`src/rtl/axi_pkg.sv`:
```
// Shared AXI definitions for the interconnect: bus field widths, response
// codes, and the state types used by the default (decode-error) slave.
package axi_pkg;

    localparam int unsigned AXI_IDS_BITS  = 8;
    localparam int unsigned AXI_LEN_BITS  = 4;
    localparam int unsigned AXI_DATA_BITS = 32;

    localparam logic [1:0] AXI_RESP_OKAY   = 2'b00;
    localparam logic [1:0] AXI_RESP_SLVERR = 2'b10;
    localparam logic [1:0] AXI_RESP_DECERR = 2'b11;

    typedef enum logic {
        R_IDLE,
        R_DATA
    } r_state_t;

    typedef enum logic [1:0] {
        W_IDLE,
        W_DATA,
        W_RESP
    } w_state_t;

endpackage

```
`src/rtl/default_slave_rd.sv`:
```
// Read channel of the default slave. It accepts one AR request at a time and
// returns ARLEN+1 beats of DEFAULT_RDATA with DECERR_RESP, RLAST on the final beat.
// Ports:
//   clk_i, rst_i          clock, synchronous active-high reset
//   arid_i, arlen_i       AR ID and burst length minus 1
//   arvalid_i/arready_o   AR handshake
//   rid_o, rdata_o,
//   rresp_o, rlast_o      R beat payload
//   rvalid_o/rready_i     R handshake
module default_slave_rd
    import axi_pkg::*;
#(
    parameter logic [1:0]               DECERR_RESP   = AXI_RESP_DECERR,
    parameter logic [AXI_DATA_BITS-1:0] DEFAULT_RDATA = '0
) (
    input  logic                     clk_i,
    input  logic                     rst_i,
    input  logic [AXI_IDS_BITS-1:0]  arid_i,
    input  logic [AXI_LEN_BITS-1:0]  arlen_i,
    input  logic                     arvalid_i,
    output logic                     arready_o,
    output logic [AXI_IDS_BITS-1:0]  rid_o,
    output logic [AXI_DATA_BITS-1:0] rdata_o,
    output logic [1:0]               rresp_o,
    output logic                     rlast_o,
    output logic                     rvalid_o,
    input  logic                     rready_i
);

    r_state_t                state_q, state_d;
    logic [AXI_IDS_BITS-1:0] id_q, id_d;
    logic [AXI_LEN_BITS-1:0] len_q, len_d;
    logic [AXI_LEN_BITS-1:0] cnt_q, cnt_d;
    logic                    last_beat;

    // Compare before increment: the final beat ends the burst instead of
    // advancing the counter, so cnt_q never wraps even for a 16-beat burst.
    assign last_beat = (cnt_q == len_q);

    always_ff @(posedge clk_i) begin
        if (rst_i) begin
            state_q <= R_IDLE;
            id_q    <= '0;
            len_q   <= '0;
            cnt_q   <= '0;
        end else begin
            state_q <= state_d;
            id_q    <= id_d;
            len_q   <= len_d;
            cnt_q   <= cnt_d;
        end
    end

    always_comb begin
        state_d = state_q;
        id_d    = id_q;
        len_d   = len_q;
        cnt_d   = cnt_q;
        case (state_q)
            R_IDLE: begin
                if (arvalid_i) begin
                    id_d    = arid_i;
                    len_d   = arlen_i;
                    cnt_d   = '0;
                    state_d = R_DATA;
                end
            end
            R_DATA: begin
                if (rready_i) begin
                    if (last_beat) begin
                        state_d = R_IDLE;
                    end else begin
                        cnt_d = cnt_q + 1'b1;
                    end
                end
            end
            default: state_d = R_IDLE;
        endcase
    end

    // Handshake outputs are forced low while reset is held.
    assign arready_o = !rst_i && (state_q == R_IDLE);
    assign rvalid_o  = !rst_i && (state_q == R_DATA);
    assign rlast_o   = !rst_i && (state_q == R_DATA) && last_beat;
    assign rid_o     = rst_i ? '0 : id_q;
    assign rdata_o   = DEFAULT_RDATA;
    assign rresp_o   = DECERR_RESP;

endmodule

```
`src/rtl/axi_default_slave.sv`:
```
// Default (decode-error) AXI slave. Every transaction steered here is
// completed with DECERR: reads return ARLEN+1 beats of DEFAULT_RDATA, and
// writes drain W beats until WLAST and then return one B response. The
// read and write channels run independently.
// Ports:
//   ACLK, ARESET                        clock, synchronous active-high reset
//   AR*_DS / R*_DS                      read address and read data channels
//   AW*_DS / W*_DS / B*_DS              write address, data, response channels
module axi_default_slave
    import axi_pkg::*;
#(
    parameter logic [1:0]               DECERR_RESP   = AXI_RESP_DECERR,
    parameter logic [AXI_DATA_BITS-1:0] DEFAULT_RDATA = 32'h0000_0000
) (
    input  logic                     ACLK,
    input  logic                     ARESET,
    input  logic [AXI_IDS_BITS-1:0]  ARID_DS,
    input  logic [AXI_LEN_BITS-1:0]  ARLEN_DS,
    input  logic                     ARVALID_DS,
    output logic                     ARREADY_DS,
    output logic [AXI_IDS_BITS-1:0]  RID_DS,
    output logic [AXI_DATA_BITS-1:0] RDATA_DS,
    output logic [1:0]               RRESP_DS,
    output logic                     RLAST_DS,
    output logic                     RVALID_DS,
    input  logic                     RREADY_DS,
    input  logic [AXI_IDS_BITS-1:0]  AWID_DS,
    input  logic                     AWVALID_DS,
    output logic                     AWREADY_DS,
    input  logic                     WLAST_DS,
    input  logic                     WVALID_DS,
    output logic                     WREADY_DS,
    output logic [AXI_IDS_BITS-1:0]  BID_DS,
    output logic [1:0]               BRESP_DS,
    output logic                     BVALID_DS,
    input  logic                     BREADY_DS
);

    default_slave_rd #(
        .DECERR_RESP   (DECERR_RESP),
        .DEFAULT_RDATA (DEFAULT_RDATA)
    ) u_rd (
        .clk_i     (ACLK),
        .rst_i     (ARESET),
        .arid_i    (ARID_DS),
        .arlen_i   (ARLEN_DS),
        .arvalid_i (ARVALID_DS),
        .arready_o (ARREADY_DS),
        .rid_o     (RID_DS),
        .rdata_o   (RDATA_DS),
        .rresp_o   (RRESP_DS),
        .rlast_o   (RLAST_DS),
        .rvalid_o  (RVALID_DS),
        .rready_i  (RREADY_DS)
    );

    w_state_t                w_state_q, w_state_d;
    logic [AXI_IDS_BITS-1:0] bid_q, bid_d;

    always_ff @(posedge ACLK) begin
        if (ARESET) begin
            w_state_q <= W_IDLE;
            bid_q     <= '0;
        end else begin
            w_state_q <= w_state_d;
            bid_q     <= bid_d;
        end
    end

    // W data is ignored; only WLAST terminates the burst, regardless of how
    // many beats were sent.
    always_comb begin
        w_state_d = w_state_q;
        bid_d     = bid_q;
        case (w_state_q)
            W_IDLE: begin
                if (AWVALID_DS) begin
                    bid_d     = AWID_DS;
                    w_state_d = W_DATA;
                end
            end
            W_DATA: begin
                if (WVALID_DS && WLAST_DS) begin
                    w_state_d = W_RESP;
                end
            end
            W_RESP: begin
                if (BREADY_DS) begin
                    w_state_d = W_IDLE;
                end
            end
            default: w_state_d = W_IDLE;
        endcase
    end

    assign AWREADY_DS = !ARESET && (w_state_q == W_IDLE);
    assign WREADY_DS  = !ARESET && (w_state_q == W_DATA);
    assign BVALID_DS  = !ARESET && (w_state_q == W_RESP);
    assign BID_DS     = ARESET ? '0 : bid_q;
    assign BRESP_DS   = DECERR_RESP;

endmodule

```
`config.mk`:
```
export PLATFORM = sky130hd
export DESIGN_NAME = axi_default_slave
export DESIGN_NICKNAME = d
export VERILOG_FILES = /design/src/rtl/axi_pkg.sv /design/src/rtl/default_slave_rd.sv /design/src/rtl/axi_default_slave.sv
export SDC_FILE = /design/constraint.sdc
export NUM_CORES = 1
export LEC_CHECK = 0
export ABC_AREA = 1
export CAP_MARGIN = 20
export CORE_MARGIN = 2
export CORE_UTILIZATION = 38
export DETAILED_ROUTE_END_ITERATION = 12
export PLACE_DENSITY_LB_ADDON = 0.08
export SKIP_LAST_GASP = 1
export SYNTH_ARGS = -nofsm -noshare
export SYNTH_HDL_FRONTEND = slang
export SYNTH_SLANG_ARGS = --single-unit
```
`constraint.sdc`:
```
create_clock -name ACLK -period 1.2 [get_ports ACLK]
set_input_delay 0.24 -clock ACLK [delete_from_list [all_inputs] [get_ports ACLK]]
set_output_delay 0.24 -clock ACLK [all_outputs]
set_load 0.02 [all_outputs]
```
==> flow_summary.json, run 1 <==
{
  "violations": "negative setup slack",
  "finalCritPeriodShare_pct": 119.9,
  "drive_gt1_share_pct": 36.15,
  "crit_type": "reg -> out",
  "detail_route.wl_per_cell_um": 10.77,
  "ant_nets": 0,
  "drc_errors": 0,
  "cts.clk_slew.worst_paths_ns": 0.09,
  "final_common_cell": "conb_1",
  "place_hpwl_um": 2468,
  "ys_async_sr_fraction_pct": 0,
  "antenna_found_initial": 0,
  "grt_pass1_wl_um": 5140,
  "crit_path_end_kind": "primary output",
  "vias": 1437,
  "drt_iter0_markers": 70,
  "grt_pass1_vias": 1190,
  "diodes": 0,
  "h-tree-depth": 1,
  "crit_chain": "inv_2 > nand2_1 > nand2_1 > nor2_2 > nand3_4 > nor2_4 > buf_6",
  "grt_use_total_pct": 14.72,
  "ys_ff_latch": 27,
  "rsz0062_at_grt": "yes",
  "cp_max_fo": 3,
  "die_y_um": 67.25,
  "cts_root_buffer": "clkbuf_8",
  "io-pin-count": 86,
  "fill_cells": 355,
  "leakage_nw": 1.146,
  "fp.coreArea_um2": 3744,
  "hold_path_class": "in -> reg",
  "crit_path_frequent_cell": "nand2_1",
  "critPathMaxStageDelay_ns": 0.37,
  "synth-main-ff-cell": "dfxtp_1",
  "die_x_um": 67.25,
  "path_buf_inv": 2,
  "power.density_nw_per_um2": 964.1,
  "cp.arrival_ns": 1.20,
  "fp.dieArea_um2": 4523,
  "grt_start_max_net_pins": 24,
  "syn_area_um2": 1520,
  "clockBufferDepth": 2,
  "area_delta_synth_final_pct": 60.74,
  "synth.yosys.seq_area_share_pct": 35.56,
  "synth_cell_types": 22,
  "final_cells": 344,
  "hold_viol_final": 0,
  "dr.pass1.iters": 4,
  "setup_viol": 11,
  "avgSynthCellArea_um2": 7.104,
  "layout.nets": 326,
  "max_freq_mhz": 694.9,
  "ys_warn_count": 0,
  "cts_tree": "built",
  "portBuffers": 49,
  "final_cell_mix": "conb_1 (36), buf_4 (30), nor2_1 (26), clkdlybuf4s50_1 (26), inv_1 (23)",
  "worst_slack_ns": -0.2390,
  "startpoint_type": "flop",
  "critPathSlowestCell": "dfxtp_2",
  "hold_ws_ns": 0.3084,
  "period_needed_ns": 1.439,
  "initial_utilization_pct": 40.61,
  "synth_cells": 214,
  "drv_slew": 0,
  "synth_edf_count": 0,
  "path_delay_family": "simple AND/OR/NAND/NOR gates",
  "finalWeightedCongestion": 0.8312,
  "rrSetupSlack_ns": -0.09,
  "numCtsBuffers": 3,
  "grt.overflow.total": 0,
  "required_ns": 0.96,
  "via_per_inst": 4.177,
  "status": "finished with violations",
  "drv_cap": 0,
  "placedCellCount": 325,
  "clock_sinks": 27,
  "skew_ns": 0.002444,
  "rows": 22,
  "totalWireLength_um": 3704,
  "vdd_drop_max_uv": 849.3,
  "insertion_delay_ns": 0.26
}
## registers in the layout, indices dropped and copies added, names as in the netlist
register / count
u_rd.id_q: 8
u_rd.state_q: 1
u_rd.len_q: 4
u_rd.cnt_q: 4
w_state_q: 2
bid_q: 8
## timing repair
action                                  CTS  global route
hold buffers                              0             0
gates resized for setup                 117            57
buffers inserted                          6             5
endpoints found under the setup margin   38            32
gates cloned                              1             3
pin swaps                                 4             8
## cell usage after synthesis (2+ instances only)
cell / n / share of area (%)
dfxtp_1: 27 / 36
nand3_1: 5 / 1.6
inv_1: 24 / 5.9
buf_2: 3 / 0.99
clkbuf_1: 3 / 0.74
nand2_2: 2 / 0.82
a21oi_2: 4 / 2.3
nor3_1: 3 / 0.99
conb_1: 2 / 0.49
a21oi_1: 22 / 7.2
o21ai_0: 21 / 6.9
nor2_1: 33 / 8.1
nand2_1: 18 / 4.4
inv_2: 2 / 0.49
buf_4: 37 / 18
xnor2_1: 2 / 1.2
## worst reg2reg max path, stage by stage, from the launching register on
cell and delay (ns):
dfxtp_2 0.37, inv_2 0.04, nand2_1 0.05, nand2_1 0.05, nor2_2 0.12, nand3_4 0.10
buf_4 0.15, buf_6 0.13, nand2_4 0.07, nand2_1 0.06, a21oi_2 0.11
## path summary, 6_finish.rpt
path	depth (start not counted)	start	to
worst max register to register	10	u_rd.cnt_q[0]	u_rd.cnt_q[1]
worst min-delay path	3	ARESET	u_rd.cnt_q[0]
worst max-delay path	7	u_rd.cnt_q[0]	RLAST_DS
worst min register to register	2	bid_q[0]	bid_q[0]
## stage by stage
stage | area, µm² | setup slack [ns] | util (%) | power, W | setup TNS [ns]
after floorplan | 1659 | 0.006562 | - | 0.001496 | 0
after global placement | 2120 | -0.7277 | 56.62 | 0.001713 | -20.26
after detailed placement | 2120 | -0.7200 | 56.62 | 0.001715 | -20.13
after CTS | 2190 | -0.2840 | 58.49 | 0.002251 | -1.083
after global routing | 2444 | -0.3033 | 65.27 | 0.002494 | -1.972
final | 2444 | -0.2390 | 65.27 | 0.002356 | -0.9241
## per-layer routing
metal | routed length [µm] | vias up | track usage (%) | part of all wire (%)
met3 | 192 | 4 | 4.667 | 5.2
met1 | 1511 | 632 | 18.56 | 41
li1 | - | 765 | - | -
met4 | 24 | 0 | 3.571 | 0.65
met2 | 1976 | 36 | 24.38 | 53
met5 | 0 | - | 0 | 0
## report_power, final
| part | internal, W | switching, W |
|---|---|---|
| Clock | 0.000237 | 0.000265 |
| Combinational | 0.000398 | 0.000456 |
| Sequential | 0.000968 | 0.0000324 |
## final cells by class
| type | count | area [µm²] | share of cell area (%) |
|---|---|---|---|
| multi-input combinational | 151 | 842.1 | 34.46 |
| clock buffer | 4 | 45.04 | 1.843 |
| inverter | 26 | 102.6 | 4.199 |
| timing repair buffer | 88 | 840.8 | 34.41 |
| tap | 48 | 60.06 | 2.458 |
| sequential | 27 | 553.0 | 22.63 |
## cell families after synthesis
logic type | Yosys count | share of synthesized area (%)
buf+inv | 70 | 26.67
xor+xnor | 2 | 1.152
simple gates | 64 | 18.35
compound gates | 48 | 16.95
flops | 27 | 35.56
fa+ha+maj | 1 | 0.8229
other cells | 2 | 0.4940
Power figures use the tool's default switching activity.
==> inputs of run 2 (changes only) <==
- GPL_TIMING_DRIVEN: not set -> 0
- SETUP_SLACK_MARGIN: not set -> 0.02
==> flow_summary.json, run 2 (same netlist as run 1, synthesis figures left out) <==
{
  "status": "finished with violations",
  "violations": "negative setup slack",
  "design_area_um2": 2490,
  "fp.coreArea_um2": 3744,
  "cp.arrival_ns": 1.24,
  "via_per_inst": 4.212,
  "finalWeightedCongestion": 0.8063,
  "area_delta_synth_final_pct": 63.79,
  "path_delay_family": "simple AND/OR/NAND/NOR gates",
  "comb_power_share_pct": 34.4,
  "place_hpwl_um": 2563,
  "required_ns": 0.96,
  "drv_slew": 0,
  "vias": 1512,
  "grt.overflow.total": 0,
  "final_cell_mix": "buf_4 (59), conb_1 (36), clkdlybuf4s50_1 (26), a21oi_1 (22), nor2_1 (20)",
  "p_clk_share_pct": 22.6,
  "sequentialPowerShare_pct": 42.9,
  "crit_path_end_kind": "primary output",
  "drc_errors": 0,
  "grt_use_total_pct": 16.23,
  "hold_path_class": "in -> reg",
  "cts_root_buffer": "clkbuf_8",
  "period_needed_ns": 1.482,
  "switching_share_pct": 32.92,
  "cp_max_fo": 3,
  "dr.pass1.iters": 4,
  "final_cells": 359,
  "critPathMaxStageDelay_ns": 0.38,
  "drt_iter0_markers": 50,
  "rows": 22,
  "placedCellCount": 344,
  "intPower_w": 0.001584,
  "antenna_found_initial": 0,
  "insertion_delay_ns": 0.28,
  "crit_path_frequent_cell": "nand2_1",
  "cts.clk_slew.worst_paths_ns": 0.09,
  "die_y_um": 67.25,
  "final_common_cell": "buf_4",
  "grt_start_max_net_pins": 17,
  "die_x_um": 67.25,
  "totalWireLength_um": 3820,
  "fp.dieArea_um2": 4523,
  "drive_gt1_share_pct": 45.34,
  "io-pin-count": 86,
  "leakage_nw": 1.165,
  "switchingPower_w": 0.0007777,
  "grt_pass1_vias": 1260,
  "cts_tree": "built",
  "setup_viol": 11,
  "detail_route.wl_per_cell_um": 10.64,
  "worst_slack_ns": -0.2819,
  "largestRegisters": "bid_q (8), u_rd.id_q (8)",
  "initial_utilization_pct": 40.61,
  "postLayoutCoreUtil_pct": 66.51,
  "numCtsBuffers": 3,
  "crit_chain": "inv_2 > nand2_1 > nand2_1 > nor2_2 > nand3_4 > nor2_4 > buf_6",
  "vdd_drop_max_uv": 720.9,
  "hold_buffers": 0,
  "crit_type": "reg -> out",
  "drv_cap": 0,
  "path_buf_inv": 2,
  "portBuffers": 48,
  "placed_area_um2": 2201,
  "grt_pass1_wl_um": 5575,
  "startpoint_type": "flop",
  "finalCritPeriodShare_pct": 123.5,
  "rsz0062_at_grt": "yes",
  "clock_sinks": 27,
  "clockBufferDepth": 2,
  "diodes": 0,
  "skew_ns": 0.004412,
  "max_freq_mhz": 674.8,
  "h-tree-depth": 1,
  "ant_nets": 0,
  "critPathSlowestCell": "dfxtp_4",
  "layout.nets": 341,
  "hold_viol_final": 0,
  "power.density_nw_per_um2": 948.7
}
==> run 2: layout make-up <==
class                      instances  area [µm²]
inverter                          26       100.1
fill                             356        1254
multi-input combinational        151       818.3
sequential                        27       574.3
clock inverter                     1       7.507
buffer                            44       336.6
tap                               48       60.06
clock buffer                       3       41.29
timing repair buffer              59       551.8
==> run 2: stage by stage <==
step | TNS (ns) | worst slack (ns) | total power [W] | hold WS, ns
after floorplan | 0 | 0.007347 | 0.001496 | 0.3896
after global routing | -2.053 | -0.3467 | 0.002501 | 0.2349
final | -1.420 | -0.2819 | 0.002362 | 0.2341
after detailed placement | -16.86 | -0.6369 | 0.001715 | 0.4451
after global placement | -16.80 | -0.6341 | 0.001712 | 0.4407
after CTS | -0.7184 | -0.2694 | 0.002256 | 0.2560
==> run 2: final timing paths <==
check	startpoint	endpoint	slack, ns	cells past startpoint
worst min register to register	u_rd.id_q[5]	u_rd.id_q[5]	0.46	2
worst max register to register	u_rd.cnt_q[0]	u_rd.cnt_q[3]	-0.21	11
worst min-delay path	ARESET	u_rd.cnt_q[2]	0.23	2
worst max-delay path	u_rd.cnt_q[0]	RLAST_DS	-0.28	7
==> run 2: what timing repair did <==
item                                    in CTS  in global routing
resized for setup                          119                 74
buffers inserted                             6                  5
pin swaps                                    6                 11
endpoints found under the setup margin      40                 33
==> run 2: power by group through the flow <==
| stage | Combinational (W) | Clock, W | Sequential [W] |
|---|---|---|---|
| 6_report | 0.000813 | 0.000535 | 0.00101 |
| 5_1_grt | 0.000885 | 0.000594 | 0.00102 |
| 3_3_place_gp | 0.000687 | 0 | 0.00102 |
| 3_5_place_dp | 0.000689 | 0 | 0.00103 |
| 4_1_cts | 0.000696 | 0.000556 | 0.00100 |
| 2_1_floorplan | 0.000479 | 0 | 0.00102 |
==> run 2: metal layers <==
metal  share of wire (%)  vias to the layer above  global-route usage, %
met3                 6.9                        2                  5.167
met2                  54                       45                  30.07
met1                  38                      672                  17.88
met4                0.45                        0                  3.827
met5                   0                        -                      0
li1                    -                      793                      -
